File: src/rtl/dense_feature_streamer.sv
// Buffers one flattened pooled feature map and replays it to dense_layer,
// then collects the two class scores and reports the winning class.
module dense_feature_streamer #(
  parameter int N_FEATURES   = 169,
  parameter int DATA_W       = 16,
  parameter int SCORE_W      = 32,
  parameter int DONE_TIMEOUT = 1024
) (
  input  logic                      clk,
  input  logic                      reset,
  input  logic                      in_valid,
  input  logic signed [DATA_W-1:0]  in_data,
  output logic                      in_ready,
  output logic                      dense_start,
  output logic signed [DATA_W-1:0]  dense_feature,
  input  logic                      dense_done,
  input  logic signed [SCORE_W-1:0] class_0_score,
  input  logic signed [SCORE_W-1:0] class_1_score,
  output logic                      result_valid,
  output logic                      result_class,
  output logic signed [SCORE_W-1:0] result_score0,
  output logic signed [SCORE_W-1:0] result_score1,
  output logic                      busy,
  output logic                      timeout_err
);

  localparam int PTR_W = $clog2(N_FEATURES + 1);
  localparam int CNT_W = $clog2(DONE_TIMEOUT + 1);

  typedef enum logic [1:0] {FILL, STREAM, WAIT_DONE, REPORT} state_t;

  state_t                    state;
  logic signed [DATA_W-1:0]  feature_buf [N_FEATURES];
  logic [PTR_W-1:0]          wr_ptr;
  logic [PTR_W-1:0]          rd_ptr;
  logic [CNT_W-1:0]          timeout_cnt;
  logic                      wr_en;

  assign in_ready = (state == FILL);
  assign wr_en    = in_valid && in_ready;

  // Storage is deliberately left without reset so it maps onto plain RAM.
  always_ff @(posedge clk) begin
    if (wr_en) begin
      feature_buf[wr_ptr] <= in_data;
    end
  end

  always_ff @(posedge clk or posedge reset) begin
    if (reset) begin
      state         <= FILL;
      wr_ptr        <= '0;
      rd_ptr        <= '0;
      timeout_cnt   <= '0;
      dense_start   <= 1'b0;
      dense_feature <= '0;
      result_valid  <= 1'b0;
      result_class  <= 1'b0;
      result_score0 <= '0;
      result_score1 <= '0;
      busy          <= 1'b0;
      timeout_err   <= 1'b0;
    end else begin
      dense_start  <= 1'b0;
      result_valid <= 1'b0;
      case (state)
        FILL: begin
          if (wr_en) begin
            if (wr_ptr == PTR_W'(N_FEATURES - 1)) begin
              // Feature 0 goes out alongside the start pulse; the read pointer
              // therefore begins at 1 in STREAM.
              wr_ptr        <= '0;
              rd_ptr        <= PTR_W'(1);
              state         <= STREAM;
              busy          <= 1'b1;
              dense_start   <= 1'b1;
              dense_feature <= (N_FEATURES == 1) ? in_data : feature_buf[0];
            end else begin
              wr_ptr <= wr_ptr + PTR_W'(1);
            end
          end
        end
        STREAM: begin
          if (rd_ptr == PTR_W'(N_FEATURES)) begin
            dense_feature <= '0;
            rd_ptr        <= '0;
            state         <= WAIT_DONE;
          end else begin
            dense_feature <= feature_buf[rd_ptr];
            rd_ptr        <= rd_ptr + PTR_W'(1);
          end
        end
        WAIT_DONE: begin
          // A done arriving on the final timeout cycle still counts as success.
          if (dense_done) begin
            result_score0 <= class_0_score;
            result_score1 <= class_1_score;
            result_class  <= (class_1_score > class_0_score);
            result_valid  <= 1'b1;
            timeout_cnt   <= '0;
            state         <= REPORT;
          end else if (timeout_cnt == CNT_W'(DONE_TIMEOUT - 1)) begin
            timeout_err <= 1'b1;
            timeout_cnt <= '0;
            busy        <= 1'b0;
            state       <= FILL;
          end else begin
            timeout_cnt <= timeout_cnt + CNT_W'(1);
          end
        end
        REPORT: begin
          busy  <= 1'b0;
          state <= FILL;
        end
        default: begin
          busy  <= 1'b0;
          state <= FILL;
        end
      endcase
    end
  end

endmodule

File: config.mk
export PLATFORM = sky130hd
export DESIGN_NAME = dense_feature_streamer
export DESIGN_NICKNAME = d
export VERILOG_FILES = /design/src/rtl/dense_feature_streamer.sv
export SDC_FILE = /design/constraint.sdc
export NUM_CORES = 2
export LEC_CHECK = 0
export CORE_MARGIN = 2
export CORE_UTILIZATION = 31
export CTS_CLUSTER_SIZE = 24
export DETAILED_ROUTE_END_ITERATION = 8
export HOLD_SLACK_MARGIN = 0.06
export PLACE_DENSITY = 0.51
export SYNTH_ARGS = -nofsm -noshare
export SYNTH_HDL_FRONTEND = slang
export SYNTH_SLANG_ARGS = --single-unit
File: constraint.sdc
create_clock -name clk -period 11.1 [get_ports clk]
set_input_delay 1.665 -clock clk [delete_from_list [all_inputs] [get_ports clk]]
set_output_delay 1.665 -clock clk [all_outputs]
set_load 0.02 [all_outputs]
==> reports/results.txt <==
The setup path with the least slack is of type reg2reg. The final routed DRC violation total is 0, and the global-route met1 utilization is 24.6%. For this run, the number of standard cells in the final layout without fillers is 10400.

The layer flagged by global routing as most heavily used is met2. The largest net degree at the start of global routing is 120. The max-slew violation total from the final report came out at 2. The number of clock buffers added by TritonCTS is 307. edfxtp_1 takes more of the synthesized area than any other cell. Synthesis produced a netlist with a net count of 5258. Counting tap cells, the placed design contains a total of 9824 instances.

In the final layout, the share of cells above drive strength 1 is 25.4%. Counting flops and latches in the post-synthesis netlist gives 2818. Setup repair after global routing left no endpoint under its margin. After synthesis, the netlist uses 71 different library cells.

The number of enable-type register cells in the synthesized netlist was 2704; the final net count was 5657. The critical path goes through buf_12 > buf_4 > mux4_2 > a221oi_1 > o22ai_1 > nor4b_1 > o31ai_1. The worst path in the final design needs a cycle of 5.48 ns, including I/O delays and setup. Clock tree synthesis found a total of 2818 sinks.

The floorplan has 217 rows. The worst setup path is captured at a register. Averaged over all synthesized cells, the footprint is 21.3 um^2. The tools report the global-route wire length before repair as 446000 um.

Relative to the synthesized area, the layout overhead comes to 16.4%. The fraction of the cycle the final worst path needs was 49.3%. The data required time at the worst endpoint came out at 11.84 ns. Measured along the x axis, the die boundary spans 597 um.

In this design, the stage delay of the slowest critical-path cell is 1.17 ns. In this run the standard cell core region covers 350000 um^2. Across all setup checks in the final design, the least slack found is 5.62 ns.

The via count was 54900; the static power due to leakage was 39.7 nW. The logs give 36.3% for the final core area utilization and 195000 um for the final HPWL from detailed placement. The checks that failed: max-capacitance violations, max-slew violations. The later-pin clock latency in the skew report was 0.93 ns; the number of instances resized during post-cts repair was 0.

Average detailed-routed wire length per instance: 30.8 um. For the first-pass iteration count of the detailed router, the log shows 6. The logs give 0 for the number of post-CTS setup repair buffers and 5.62 ns for the register-to-register setup slack. Broken down by cell family, the worst path's largest delay share belongs to buffers and inverters. Summed over all layers, the routed wires come to 320000 um. The total count of hold-check failures in the final report was 0. For the final setup violation count, the log shows 0.

The library cell used most frequently in the layout, excluding fill and tap cells, is edfxtp_1. Once the floorplan was initialized, standard cells occupied 31.2% of the core. The worst hold margin was 0.462 ns.

Measured along the y axis, the die boundary spans 597 um. For the number of max-capacitance violations reported, the log shows 1. For met3 alone, demand over resource in global routing was 2.98%. Synthesized instance count: 5135. The run finished, with violations left. Type of the most critical hold path: reg2reg.

Across the routed clock network, the largest skew measured is 0.0881 ns. TritonCTS built the clock tree. Count of yosys warnings during synthesis: 0.

Port buffering added 169 buffers. Counting flops with an async set or reset pin after synthesis yields a share of 4.05%. The count of buffer and inverter cells on the critical path is 2. The run gives 77.0% as the sequential fraction of the synthesis area.

The run gives 0 as the number of routed nets with antenna violations. The startpoint kind of the worst setup timing path was a register. The highest-delay cell along the critical path was nor4b_1.

The library cells used most frequently in the layout, excluding fill and tap cells, are edfxtp_1, mux4_2, clkbuf_16. By area the synthesized netlist is led by edfxtp_1, mux4_2, dfrtp_1. After synthesis, the largest area contributor takes up 74.4% of total cell area.

The count of hold buffers inserted by post-cts repair came out at 0. In this run, the number of DRC markers left after iteration 0 of detailed routing was 6899. The remaining max-slew budget at the tightest pin came out at -5.78%. The total congestion overflow was 0; the clock-pin transition on the worst setup and hold timing paths was 0.07 ns.

The logs give 5 for the total number of H-tree levels and 55200 for the via count of the first global-routing pass. For this design the top-level I/O count stands at 170. The highest attainable clock frequency came out at 183 MHz. The maximum VDD drop was 0.291 mV. Timing analysis after detailed placement gives a worst setup slack of 5.60 ns. In the routed layout, each cell is associated on average with a via count of 5.29. CTS placed an instance of clkbuf_16 at the clock tree root.

The floorplan step defined a die boundary enclosing 357000 um^2. The logs give 4 for the buffer depth of the longest clock path and 6.22 ns for the data arrival time at the worst-slack endpoint. Primary flip-flop cell chosen by synthesis mapping: edfxtp_1. The global-route met2 utilization came out at 28.2%. For the final routed database, the setup TNS stands at 0 ns. Power spread over the standard cell area amounts to 237 nW/um^2.

Global routing used 17.6% of the available tracks across all layers. The initial antenna violation count is 18. In this run the worst path has a maximum fanout of 85. The slew at the pin with the worst max-slew slack was 1.55 ns; the final weighted congestion in routability-driven placement was 0.875.

Summed instance area of the synthesized netlist: 109000 um^2.
worst register-to-register path, delay by kind of cell, from the launching register on:
family                 cells  cell delay [ns]
buffers and inverters      2             1.63
and+or+nand+nor            1             1.17
AOI/OAI and AO/OA          3             0.99
DFF                        1             0.89
muxes                      1             0.64
final timing paths:
path | cells past startpoint | start | end
worst min register to register | 2 | timeout_err$_DFFE_PP0P_ | timeout_err$_DFFE_PP0P_
max in group asynchronous | 3 | reset | rd_ptr[3]$_DFFE_PP0P_
worst min-delay path | 2 | timeout_err$_DFFE_PP0P_ | timeout_err$_DFFE_PP0P_
min in group asynchronous | 2 | reset | result_score0[18]$_DFFE_PP0P_
worst max-delay path | 7 | rd_ptr[0]$_DFFE_PP0P_ | dense_feature[2]$_DFFE_PP0P_
worst max register to register | 7 | rd_ptr[0]$_DFFE_PP0P_ | dense_feature[2]$_DFFE_PP0P_
per-layer routing:
layer  up-vias  share of wire, %
met1     29900                42
met4         4               3.3
met5         -            0.0084
met3       498               7.2
li1      22300                 -
met2      2255                47
logic make-up (layout without fill, tap and decap cells):
| family | after synthesis | count (layout) | synth area share, % |
|---|---|---|---|
| other cells | 0 | 8 | 0 |
| buf+inv | 333 | 980 | 1.58 |
| mux | 786 | 786 | 15.3 |
| simple gates | 677 | 677 | 2.74 |
| flops | 2818 | 2818 | 77.0 |
| xor+xnor | 7 | 7 | 0.0562 |
| fa+ha+maj | 39 | 39 | 0.447 |
| compound gates | 475 | 475 | 2.92 |
final cells by class:
cell class | instances | area [um^2]
Clock buffer | 376 | 8110
Fill cell | 32000 | 223000
Sequential cell | 2818 | 84100
Antenna cell | 8 | 20.0
Timing Repair Buffer | 377 | 3410
Tap cell | 4599 | 5750
Clock inverter | 181 | 1890
Inverter | 46 | 183
Multi-Input combinational cell | 1984 | 23700
synthesized netlist by cell type (all sizes together) (4+ instances only):
| library cell | count |
|---|---|
| nor2 | 215 |
| mux2i | 75 |
| o211ai | 7 |
| o21ai | 111 |
| a21oi | 85 |
| or2 | 6 |
| o31ai | 5 |
| nor2b | 31 |
| o311ai | 5 |
| nand2b | 8 |
| edfxtp | 2704 |
| a2111oi | 10 |
| a22oi | 97 |
| nand2 | 250 |
| nor4 | 8 |
| buf | 166 |
| nor3 | 30 |
| a221o | 7 |
| mux2 | 9 |
| nand4 | 20 |
| a22o | 25 |
| and2 | 16 |
| xnor2 | 4 |
| a221oi | 30 |
| inv | 46 |
| or3 | 6 |
| a211oi | 15 |
| clkbuf | 121 |
| a21o | 12 |
| o221ai | 8 |
| a31oi | 16 |
| and3 | 18 |
| o22ai | 18 |
| dfrtp | 114 |
| mux4 | 702 |
| ha | 39 |
| nand3 | 55 |
| o41ai | 4 |
where the power goes:
group	leakage (nW)	switching, mW	internal, mW
logic	9.13	4.60	3.11
registers	25.7	0.308	11.9
clock network	4.88	4.28	5.95
total	39.7	9.18	21.0
metrics by stage:
step / total power [mW] / cell area, um^2
global placement: 20.2 / 117000
finish: 30.1 / 127000
global route: 31.1 / 127000
floorplan: 17.1 / 109000
CTS: 30.4 / 127000
detailed placement: 20.2 / 117000
state kept, by name (all words and copies together), names as in the netlist:
signal         cells
feature_buf     2704
result_score0     32
result_score1     32
dense_feature     16
timeout_cnt       11
rd_ptr             8
wr_ptr             8
state              2
busy               1
dense_start        1
result_class       1
result_valid       1
timeout_err        1
(Power assumes the default switching activity.)
